<file path="src/rtl/cdb_arbiter_pkg.sv">
// Shared definitions for the CDB arbiter: source encodings and the queued
// {rob id, value} entry width.
package cdb_arbiter_pkg;

    localparam logic SRC_ALU  = 1'b0;
    localparam logic SRC_LOAD = 1'b1;

    localparam int VALUE_WIDTH = 32;

    function automatic int entry_width(input int rob_width);
        return rob_width + VALUE_WIDTH;
    endfunction

endpackage

</file>
<file path="src/rtl/result_queue.sv">
// Small per-source result FIFO holding {rob id, value}; depth 2**QUEUE_WIDTH,
// registered full/empty so stall has no combinational path from the inputs.
module result_queue
    import cdb_arbiter_pkg::*;
#(
    parameter int ROB_WIDTH   = 4,
    parameter int QUEUE_WIDTH = 1
) (
    input  logic                             clk,
    input  logic                             rst,
    input  logic                             push,
    input  logic                             pop,
    input  logic                             clear,
    input  logic [ROB_WIDTH+VALUE_WIDTH-1:0] entry,
    output logic [ROB_WIDTH+VALUE_WIDTH-1:0] head,
    output logic                             empty,
    output logic                             full
);

    localparam int ENTRY_W = entry_width(ROB_WIDTH);
    localparam int DEPTH   = 2 ** QUEUE_WIDTH;
    localparam logic [QUEUE_WIDTH:0] FULL_COUNT = {1'b1, {QUEUE_WIDTH{1'b0}}};

    logic [ENTRY_W-1:0]     mem [DEPTH];
    logic [QUEUE_WIDTH-1:0] rd_ptr;
    logic [QUEUE_WIDTH-1:0] wr_ptr;
    logic [QUEUE_WIDTH:0]   count;

    always_ff @(posedge clk) begin
        if (rst || clear) begin
            rd_ptr <= '0;
            wr_ptr <= '0;
            count  <= '0;
        end else begin
            if (push) wr_ptr <= wr_ptr + 1'b1;
            if (pop)  rd_ptr <= rd_ptr + 1'b1;
            if (push && !pop)
                count <= count + 1'b1;
            else if (pop && !push)
                count <= count - 1'b1;
        end
    end

    // Storage is data only; stale entries are unreachable once the pointers reset.
    always_ff @(posedge clk) begin
        if (push) mem[wr_ptr] <= entry;
    end

    assign head  = mem[rd_ptr];
    assign empty = (count == '0);
    assign full  = (count == FULL_COUNT);

endmodule

</file>
<file path="src/rtl/cdb_arbiter.sv">
// Round-robin arbiter draining the ALU and load result queues (with bypass)
// into a single registered common-data-bus broadcast slot.
module cdb_arbiter
    import cdb_arbiter_pkg::*;
#(
    parameter int ROB_WIDTH   = 4,
    parameter int QUEUE_WIDTH = 1
) (
    input  logic                 clockIn,
    input  logic                 resetIn,
    input  logic                 readyIn,
    input  logic                 clear,
    input  logic                 aluFlag,
    input  logic [ROB_WIDTH-1:0] aluId,
    input  logic [31:0]          aluValue,
    output logic                 aluStall,
    input  logic                 loadFlag,
    input  logic [ROB_WIDTH-1:0] loadId,
    input  logic [31:0]          loadValue,
    output logic                 loadStall,
    output logic                 cdbFlag,
    output logic [ROB_WIDTH-1:0] cdbId,
    output logic [31:0]          cdbValue,
    output logic                 cdbSrc
);

    localparam int ENTRY_W = entry_width(ROB_WIDTH);

    logic               enable;
    logic               flush;
    logic [ENTRY_W-1:0] alu_in_entry;
    logic [ENTRY_W-1:0] load_in_entry;
    logic [ENTRY_W-1:0] alu_head;
    logic [ENTRY_W-1:0] load_head;
    logic               alu_empty;
    logic               alu_full;
    logic               load_empty;
    logic               load_full;
    logic               alu_accept;
    logic               load_accept;
    logic               alu_cand;
    logic               load_cand;
    logic               alu_push;
    logic               alu_pop;
    logic               load_push;
    logic               load_pop;
    logic               last_grant;
    logic               grant_valid;
    logic               grant_src;
    logic [ENTRY_W-1:0] grant_entry;

    assign enable = readyIn & ~clear;
    assign flush  = readyIn & clear;

    assign alu_in_entry  = {aluId, aluValue};
    assign load_in_entry = {loadId, loadValue};

    // An incoming flag is dropped while its queue is full.
    assign alu_accept  = enable & aluFlag  & ~alu_full;
    assign load_accept = enable & loadFlag & ~load_full;

    assign alu_cand  = enable & (~alu_empty  | alu_accept);
    assign load_cand = enable & (~load_empty | load_accept);

    always_comb begin
        grant_valid = 1'b0;
        grant_src   = SRC_ALU;
        grant_entry = '0;
        if (alu_cand && load_cand) begin
            grant_valid = 1'b1;
            grant_src   = ~last_grant;
        end else if (alu_cand) begin
            grant_valid = 1'b1;
            grant_src   = SRC_ALU;
        end else if (load_cand) begin
            grant_valid = 1'b1;
            grant_src   = SRC_LOAD;
        end
        if (grant_src == SRC_ALU)
            grant_entry = alu_empty ? alu_in_entry : alu_head;
        else
            grant_entry = load_empty ? load_in_entry : load_head;
    end

    // A granted queue head pops; a bypass grant consumes the input without enqueuing it.
    assign alu_pop   = grant_valid & (grant_src == SRC_ALU)  & ~alu_empty;
    assign load_pop  = grant_valid & (grant_src == SRC_LOAD) & ~load_empty;
    assign alu_push  = alu_accept  & ~(grant_valid & (grant_src == SRC_ALU)  & alu_empty);
    assign load_push = load_accept & ~(grant_valid & (grant_src == SRC_LOAD) & load_empty);

    result_queue #(
        .ROB_WIDTH  (ROB_WIDTH),
        .QUEUE_WIDTH(QUEUE_WIDTH)
    ) u_alu_queue (
        .clk  (clockIn),
        .rst  (resetIn),
        .push (alu_push),
        .pop  (alu_pop),
        .clear(flush),
        .entry(alu_in_entry),
        .head (alu_head),
        .empty(alu_empty),
        .full (alu_full)
    );

    result_queue #(
        .ROB_WIDTH  (ROB_WIDTH),
        .QUEUE_WIDTH(QUEUE_WIDTH)
    ) u_load_queue (
        .clk  (clockIn),
        .rst  (resetIn),
        .push (load_push),
        .pop  (load_pop),
        .clear(flush),
        .entry(load_in_entry),
        .head (load_head),
        .empty(load_empty),
        .full (load_full)
    );

    assign aluStall  = alu_full;
    assign loadStall = load_full;

    // Broadcast slot: id/value/src hold across idle cycles, only cdbFlag drops.
    always_ff @(posedge clockIn) begin
        if (resetIn) begin
            cdbFlag    <= 1'b0;
            cdbId      <= '0;
            cdbValue   <= '0;
            cdbSrc     <= SRC_ALU;
            last_grant <= SRC_LOAD;
        end else if (flush) begin
            cdbFlag    <= 1'b0;
            last_grant <= SRC_LOAD;
        end else if (readyIn) begin
            if (grant_valid) begin
                cdbFlag    <= 1'b1;
                cdbId      <= grant_entry[ENTRY_W-1 -: ROB_WIDTH];
                cdbValue   <= grant_entry[VALUE_WIDTH-1:0];
                cdbSrc     <= grant_src;
                last_grant <= grant_src;
            end else begin
                cdbFlag <= 1'b0;
            end
        end
    end

endmodule

</file>
<file path="config.mk">
export PLATFORM = sky130hd
export DESIGN_NAME = cdb_arbiter
export DESIGN_NICKNAME = d
export VERILOG_FILES = /design/src/rtl/cdb_arbiter_pkg.sv /design/src/rtl/result_queue.sv /design/src/rtl/cdb_arbiter.sv
export SDC_FILE = /design/constraint.sdc
export NUM_CORES = 1
export LEC_CHECK = 0
export ABC_CLOCK_PERIOD_IN_PS = 2800
export CAP_MARGIN = 10
export CORE_MARGIN = 5
export CORE_UTILIZATION = 55
export DETAILED_ROUTE_END_ITERATION = 16
export GPL_TIMING_DRIVEN = 0
export PLACE_DENSITY_LB_ADDON = 0.08
export SYNTH_ARGS = -nofsm -noshare
export SYNTH_HDL_FRONTEND = slang
export SYNTH_SLANG_ARGS = --single-unit
</file>
<file path="constraint.sdc">
create_clock -name clockIn -period 2.8 [get_ports clockIn]
set_input_delay 0.56 -clock clockIn [delete_from_list [all_inputs] [get_ports clockIn]]
set_output_delay 0.56 -clock clockIn [all_outputs]
set_load 0.005 [all_outputs]
</file>
==> impl_metrics.yaml, run 1 <==
outcome:
  status: "completed"
critical_path:
  timing.rr.end: "u_alu_queue.mem[0][29]$_DFFE_PP_"
  cp_data_required_time_ns: 2.85
  critPathSlowestCell: "inv_2"
  cp_num_buf_inv: 3
  r2r_start: "u_alu_queue.count[0]$_SDFFE_PP0P_"
  regToRegSetupSlack_ns: 0.17
  critPathMaxStageDelay_ns: 0.67
  path_class: "reg2reg"
  path_cells: "buf_2 > clkbuf_1 > a21oi_1 > or3_1 > inv_2"
  path_delay_family: "buffers and inverters"
  critPathCapture: "u_alu_queue.mem[0][29]$_DFFE_PP_"
  worst_setup_path_end_kind: "flip-flop"
  reg2regPathDepth: 5
  startpoint: "u_alu_queue.count[0]$_SDFFE_PP0P_"
  cp_data_arrival_time_ns: 2.67
  path_depth: 5
  crit_path_start_kind: "flip-flop"
  crit_fanout: 36
place:
  gpl.final_weighted_congestion: 0.8656
  dpl.hpwl_mm: 13.60
  dp.cells: 932
  io_buffers: 117
clocking:
  clk_latency_ns: 0.43
  htree_levels: 4
  cts_buffer_depth: 2
  ctsHoldBuffers: 0
  cts_sinks: 193
  cts_resized: 0
  clkTransAtPathRegs_ns: 0.07
  cts_made_buffers: 17
  cts_tree: "built"
  cts_root_buf: "clkbuf_16"
  post_cts_buffers: 0
floorplan:
  rows: 44
  pin_count: 118
  die_area_um2: 17630
  start_util_pct: 56.62
  die_h_um: 132.8
  dieWidth_um: 132.8
  coreArea_um2: 14640
yosys:
  yosysTopAreaCell: "edfxtp_1"
  ys_warn_count: 0
  synthTopCellsByArea: "edfxtp_1 (52%), mux2i_1 (13%), dfxtp_1 (12%)"
  yosysMostFrequentCell: "edfxtp_1"
  synth_area_um2: 8292
  yosys_register_bits: 193
  synthDistinctLibCells: 32
  syn-instance-count: 628
  synthArstFlopShare_pct: 0
  syn_area_per_cell_um2: 13.20
  synth_flop_cell: "edfxtp_1"
  synth_edf_count: 144
  post_synth_most_frequent_cells: "edfxtp_1 (144), mux2i_1 (108), nor3_1 (63), dfxtp_1 (49), nor2_1 (47)"
  ys_seq_area_share_pct: 63.98
  syn-num-nets: 708
  synth_top_area_share_pct: 52.15
timing:
  worst_pin_slew_ns: 0.9077
  fin_crit_sh_pct: 93.77
  finalHoldViolCount: 0
  min_period_ns: 2.626
  relSlewSlack_pct: 39.40
  finalSetupViolations: 0
  drv_slew: 0
  fmax_mhz: 380.9
  clock_skew_ns: 0.006401
  fin_tns_setup_ns: 0
  rsz0062_at_grt: "false"
routing:
  vias: 5807
  wl_per_cell_um: 21.26
  antenna_left: 0
  remaining_drc_errors: 0
  first_pass_iters: 5
  finalWirelength_mm: 20.49
  via_per_inst: 6.024
  drt-initial-drc-count: 469
global_route:
  grt_pass1_wl_mm: 31.56
  grt_overflow: 0
  grt_pass1_vias: 5978
  grtUsageTotal_pct: 23.11
  grt_max_degree: 37
  antenna_found_initial: 0
final_layout:
  final_nets: 847
  drive_above_1_share_pct: 12.82
  instances_no_fill: 964
  num_antenna_cells: 0
  syn_to_final_growth_pct: 25.59
power_and_ir_drop:
  power_density_nw_per_um2: 610.3
  total_power_mw: 6.356
  vdd_drop_max_v: 0.0004536
  leakage_nw: 3.478
job:
  drv_cap: 0
hold_path:
  hp-class: "reg2reg"
-- worst min path at each step --
stage	end	cells after the start	from	slack, ns
after detailed placement	cdbSrc$_SDFFE_PP0P_	2	cdbSrc$_SDFFE_PP0P_	0.45
after floorplan	cdbSrc$_SDFFE_PP0P_	2	cdbSrc$_SDFFE_PP0P_	0.45
final	cdbSrc$_SDFFE_PP0P_	2	cdbSrc$_SDFFE_PP0P_	0.47
after CTS	cdbSrc$_SDFFE_PP0P_	2	cdbSrc$_SDFFE_PP0P_	0.46
after global routing	cdbSrc$_SDFFE_PP0P_	2	cdbSrc$_SDFFE_PP0P_	0.47
after global placement	cdbSrc$_SDFFE_PP0P_	2	cdbSrc$_SDFFE_PP0P_	0.45
-- power breakdown --
part / internal, mW / total [mW] / switching, mW
Sequential: 3.12 / 3.15 / 0.0296
Clock: 1.58 / 2.63 / 1.05
Combinational: 0.285 / 0.574 / 0.290
-- worst register-to-register path: stages (launching register included) --
cell and delay, ns:
dfxtp_1 0.33, buf_2 0.19, clkbuf_1 0.50, a21oi_1 0.13, or3_1 0.41, inv_2 0.67
-- state kept, by name, indices dropped and copies added (netlist names), 2 cells and up, named ones only --
name	cells
u_alu_queue.mem	72
u_load_queue.mem	72
cdbValue	32
cdbId	4
u_alu_queue.count	2
u_load_queue.count	2
-- cells in the final DEF, fill, tap and decap left out, types with 2 or more instances in the layout --
cell and count:
edfxtp_1 144, clkdlybuf4s50_1 117, mux2i_1 108, nor3_1 63, dfxtp_1 49, nor2_1 47
a21oi_1 43, nand2_1 39, buf_2 26, a221oi_1 26, clkbuf_1 17, clkbuf_16 17
a221oi_2 10, nor3_2 10, buf_4 7, xor2_1 6, bufinv_16 5, clkinvlp_4 4
nor2b_1 3, and2_2 3, or3_1 3, o21ai_0 3, clkinv_2 3, o31ai_4 2
or2_2 2, nand3_1 2, buf_6 2, ha_1 2, clkinv_4 2, buf_16 2
-- cell families after synthesis --
logic type,synth area share [%]
adder cells (fa/ha/maj),0.3017
flip-flops,63.98
buffers and inverters,3.516
AO/OA/AOI/OAI,8.254
XOR/XNOR,0.6338
multiplexers,13.17
AND/OR/NAND/NOR,10.14
-- per-layer routing --
layer / track usage [%] / up-vias / share of wire (%)
li1: - / 2647 / -
met1: 29.46 / 2872 / 42
met2: 38.94 / 255 / 50
met3: 4.708 / 33 / 6.4
met4: 8.949 / 0 / 1.7
met5: 0 / - / 0
-- final cells by class --
cell class / instances / area [um^2]
Tap cell: 184 / 230.2
Clock inverter: 15 / 216.5
Multi-Input combinational cell: 380 / 2699
Timing Repair Buffer: 120 / 1246
Clock buffer: 17 / 425.4
Buffer: 53 / 284.0
Fill cell: 1033 / 4230
Sequential cell: 193 / 5305
Inverter: 2 / 7.507
-- stage by stage --
stage / cell area (um^2) / hold WS [ns] / setup slack (ns) / util (%)
floorplan: 8292 / 0.4527 / 0.4446 / -
global placement: 9693 / 0.4475 / -1.019 / 66.19
detailed placement: 9772 / 0.4517 / -0.2417 / 66.73
CTS: 10410 / 0.4608 / 0.1944 / 71.11
global route: 10410 / 0.4724 / 0.07248 / 71.11
finish: 10410 / 0.4655 / 0.1745 / 71.11
(Power assumes the default switching activity.)
==> run 2: changes to the inputs <==
==> constraint.sdc (replaced) <==
create_clock -name clockIn -period 2.8 [get_ports clockIn]
set_input_delay 0.56 -clock clockIn [delete_from_list [all_inputs] [get_ports clockIn]]
set_output_delay 0.56 -clock clockIn [all_outputs]
set_load 0.1 [all_outputs]
==> run 2 against run 1 <==
Net effect:
- non-clock buffer count is the same
- clock power about the same
- via count barely moved
- combinational power rose by 47%
- worst setup slack lost 0.055 ns
- design area about the same
- critical path depth fell by 1
- routed wire length increased by 0.34%
- power increased by 4.2%
- hold slack got worse by 0.0015 ns
- die area unchanged
==> impl_metrics.yaml, run 2 (same netlist as run 1, synthesis figures left out) <==
timing:
  clock_skew_ns: 0.005676
  fin_tns_setup_ns: 0
  fin_crit_sh_pct: 95.74
  rsz0062_at_grt: "false"
  whs_ns: 0.4640
  finalSetupViolations: 0
  drv_slew: 0
  finalHoldViolCount: 0
  relSlewSlack_pct: 32.61
  worst_pin_slew_ns: 1.008
  min_period_ns: 2.681
  fin_ws_ns: 0.1194
  fmax_mhz: 373.0
clocking:
  cts_root_buf: "clkbuf_16"
  cts_buffer_depth: 2
  cts_tree: "built"
  clkTransAtPathRegs_ns: 0.07
  htree_levels: 4
  clk_latency_ns: 0.43
  cts_made_buffers: 17
  cts_sinks: 193
place:
  gpl.final_weighted_congestion: 0.8656
  dp.cells: 932
  io_buffers: 117
  dpl.hpwl_mm: 13.60
  post-place-ws_ns: -0.2417
routing:
  via_per_inst: 6.022
  vias: 5805
  remaining_drc_errors: 0
  finalWirelength_mm: 20.56
  first_pass_iters: 5
  antenna_left: 0
  drt-initial-drc-count: 475
  wl_per_cell_um: 21.33
final_layout:
  num-fill-cells: 1034
  largestRegisters: "u_alu_queue.mem x72, u_load_queue.mem x72, cdbValue x32"
  layout_common_cells: "edfxtp_1 (144), clkdlybuf4s50_1 (115), mux2i_1 (108)"
  regArea_um2: 5305
  final_nets: 847
  multi_input_area_um2: 2699
  instances_no_fill: 964
  syn_to_final_growth_pct: 25.64
  drive_above_1_share_pct: 12.95
  num_antenna_cells: 0
  final_common_cell: "edfxtp_1"
critical_path:
  cp_num_buf_inv: 3
  cp_data_arrival_time_ns: 2.12
  path_class: "reg2out"
  worst_setup_path_end_kind: "output port"
  path_cells: "buf_2 > clkbuf_1 > nor2b_1 > clkdlybuf4s15_2"
  critPathMaxStageDelay_ns: 0.57
  critPathSlowestCell: "clkdlybuf4s15_2"
  path_delay_family: "buffers and inverters"
  crit_path_start_kind: "flip-flop"
  cp_data_required_time_ns: 2.24
  crit_fanout: 10
floorplan:
  die_area_um2: 17630
  coreArea_um2: 14640
  die_h_um: 132.8
  dieWidth_um: 132.8
  pin_count: 118
  start_util_pct: 56.62
  rows: 44
power_and_ir_drop:
  power_density_nw_per_um2: 635.9
  switching_share_pct: 24.71
  power_frac_seq_pct: 47.6
  total_power_mw: 6.624
  leakage_nw: 3.497
  vdd_drop_max_v: 0.0004576
  internal_power_mw: 4.988
  p_clk_share_pct: 39.6
  p_sw_mw: 1.637
  power_frac_comb_pct: 12.7
global_route:
  antenna_found_initial: 0
  grt_max_degree: 37
  grt_overflow: 0
  grtUsageTotal_pct: 23.11
  grt_pass1_vias: 5978
  grt_pass1_wl_mm: 31.56
hold_path:
  hp-class: "reg2reg"
outcome:
  status: "completed"
job:
  drv_cap: 0
-- run 2: final cells by class --
type / count / share of cell area [%]
tap: 184 / 2.210
buffer: 53 / 2.726
timing repair buffer: 120 / 12.00
clock buffer: 17 / 4.084
inverter: 2 / 0.07206
clock inverter: 15 / 2.078
multi-input combinational: 380 / 25.91
sequential: 193 / 50.92
-- run 2: stage by stage --
step,util (%),area [um^2]
floorplan,-,8292
global placement,66.19,9693
detailed placement,66.73,9772
CTS,71.12,10420
global route,71.14,10420
finish,71.14,10420
-- run 2: path summary, 6_finish.rpt --
check                           cells past startpoint                              start                          endpoint  slack, ns
worst max-delay path                                4  u_alu_queue.count[1]$_SDFFE_PP0P_                          aluStall       0.12
worst min-delay path                                2                cdbSrc$_SDFFE_PP0P_               cdbSrc$_SDFFE_PP0P_       0.46
worst max register to register                      5  u_alu_queue.count[0]$_SDFFE_PP0P_  u_alu_queue.mem[0][29]$_DFFE_PP_       0.17
worst min register to register                      2                cdbSrc$_SDFFE_PP0P_               cdbSrc$_SDFFE_PP0P_       0.46
-- run 2: power by group through the flow --
stage / registers (mW) / logic (mW) / clock network [mW]
2_1_floorplan: 3.48 / 0.267 / 0
3_3_place_gp: 3.21 / 0.816 / 0
3_5_place_dp: 3.22 / 0.836 / 0
4_1_cts: 3.15 / 0.842 / 2.65
5_1_grt: 3.16 / 0.884 / 2.76
6_report: 3.15 / 0.843 / 2.63
-- run 2: repair_timing --
action / in CTS / in global routing
hold buffers: 0 / 0
endpoints found under the setup margin: 1 / 1
gates resized for setup: 3 / 1
setup buffers: 0 / 0
-- run 2: routing by layer --
metal	global-route usage, %	routed length [um]
met3	4.708	1103
met4	8.949	361
met2	38.94	10380
met1	29.46	8716
met5	0	0
-- run 2: worst reg2reg max path: stages, from the launching register on --
cell	delay, ns
dfxtp_1	0.32
buf_2	0.19
clkbuf_1	0.50
a21oi_1	0.13
or3_1	0.41
inv_2	0.68
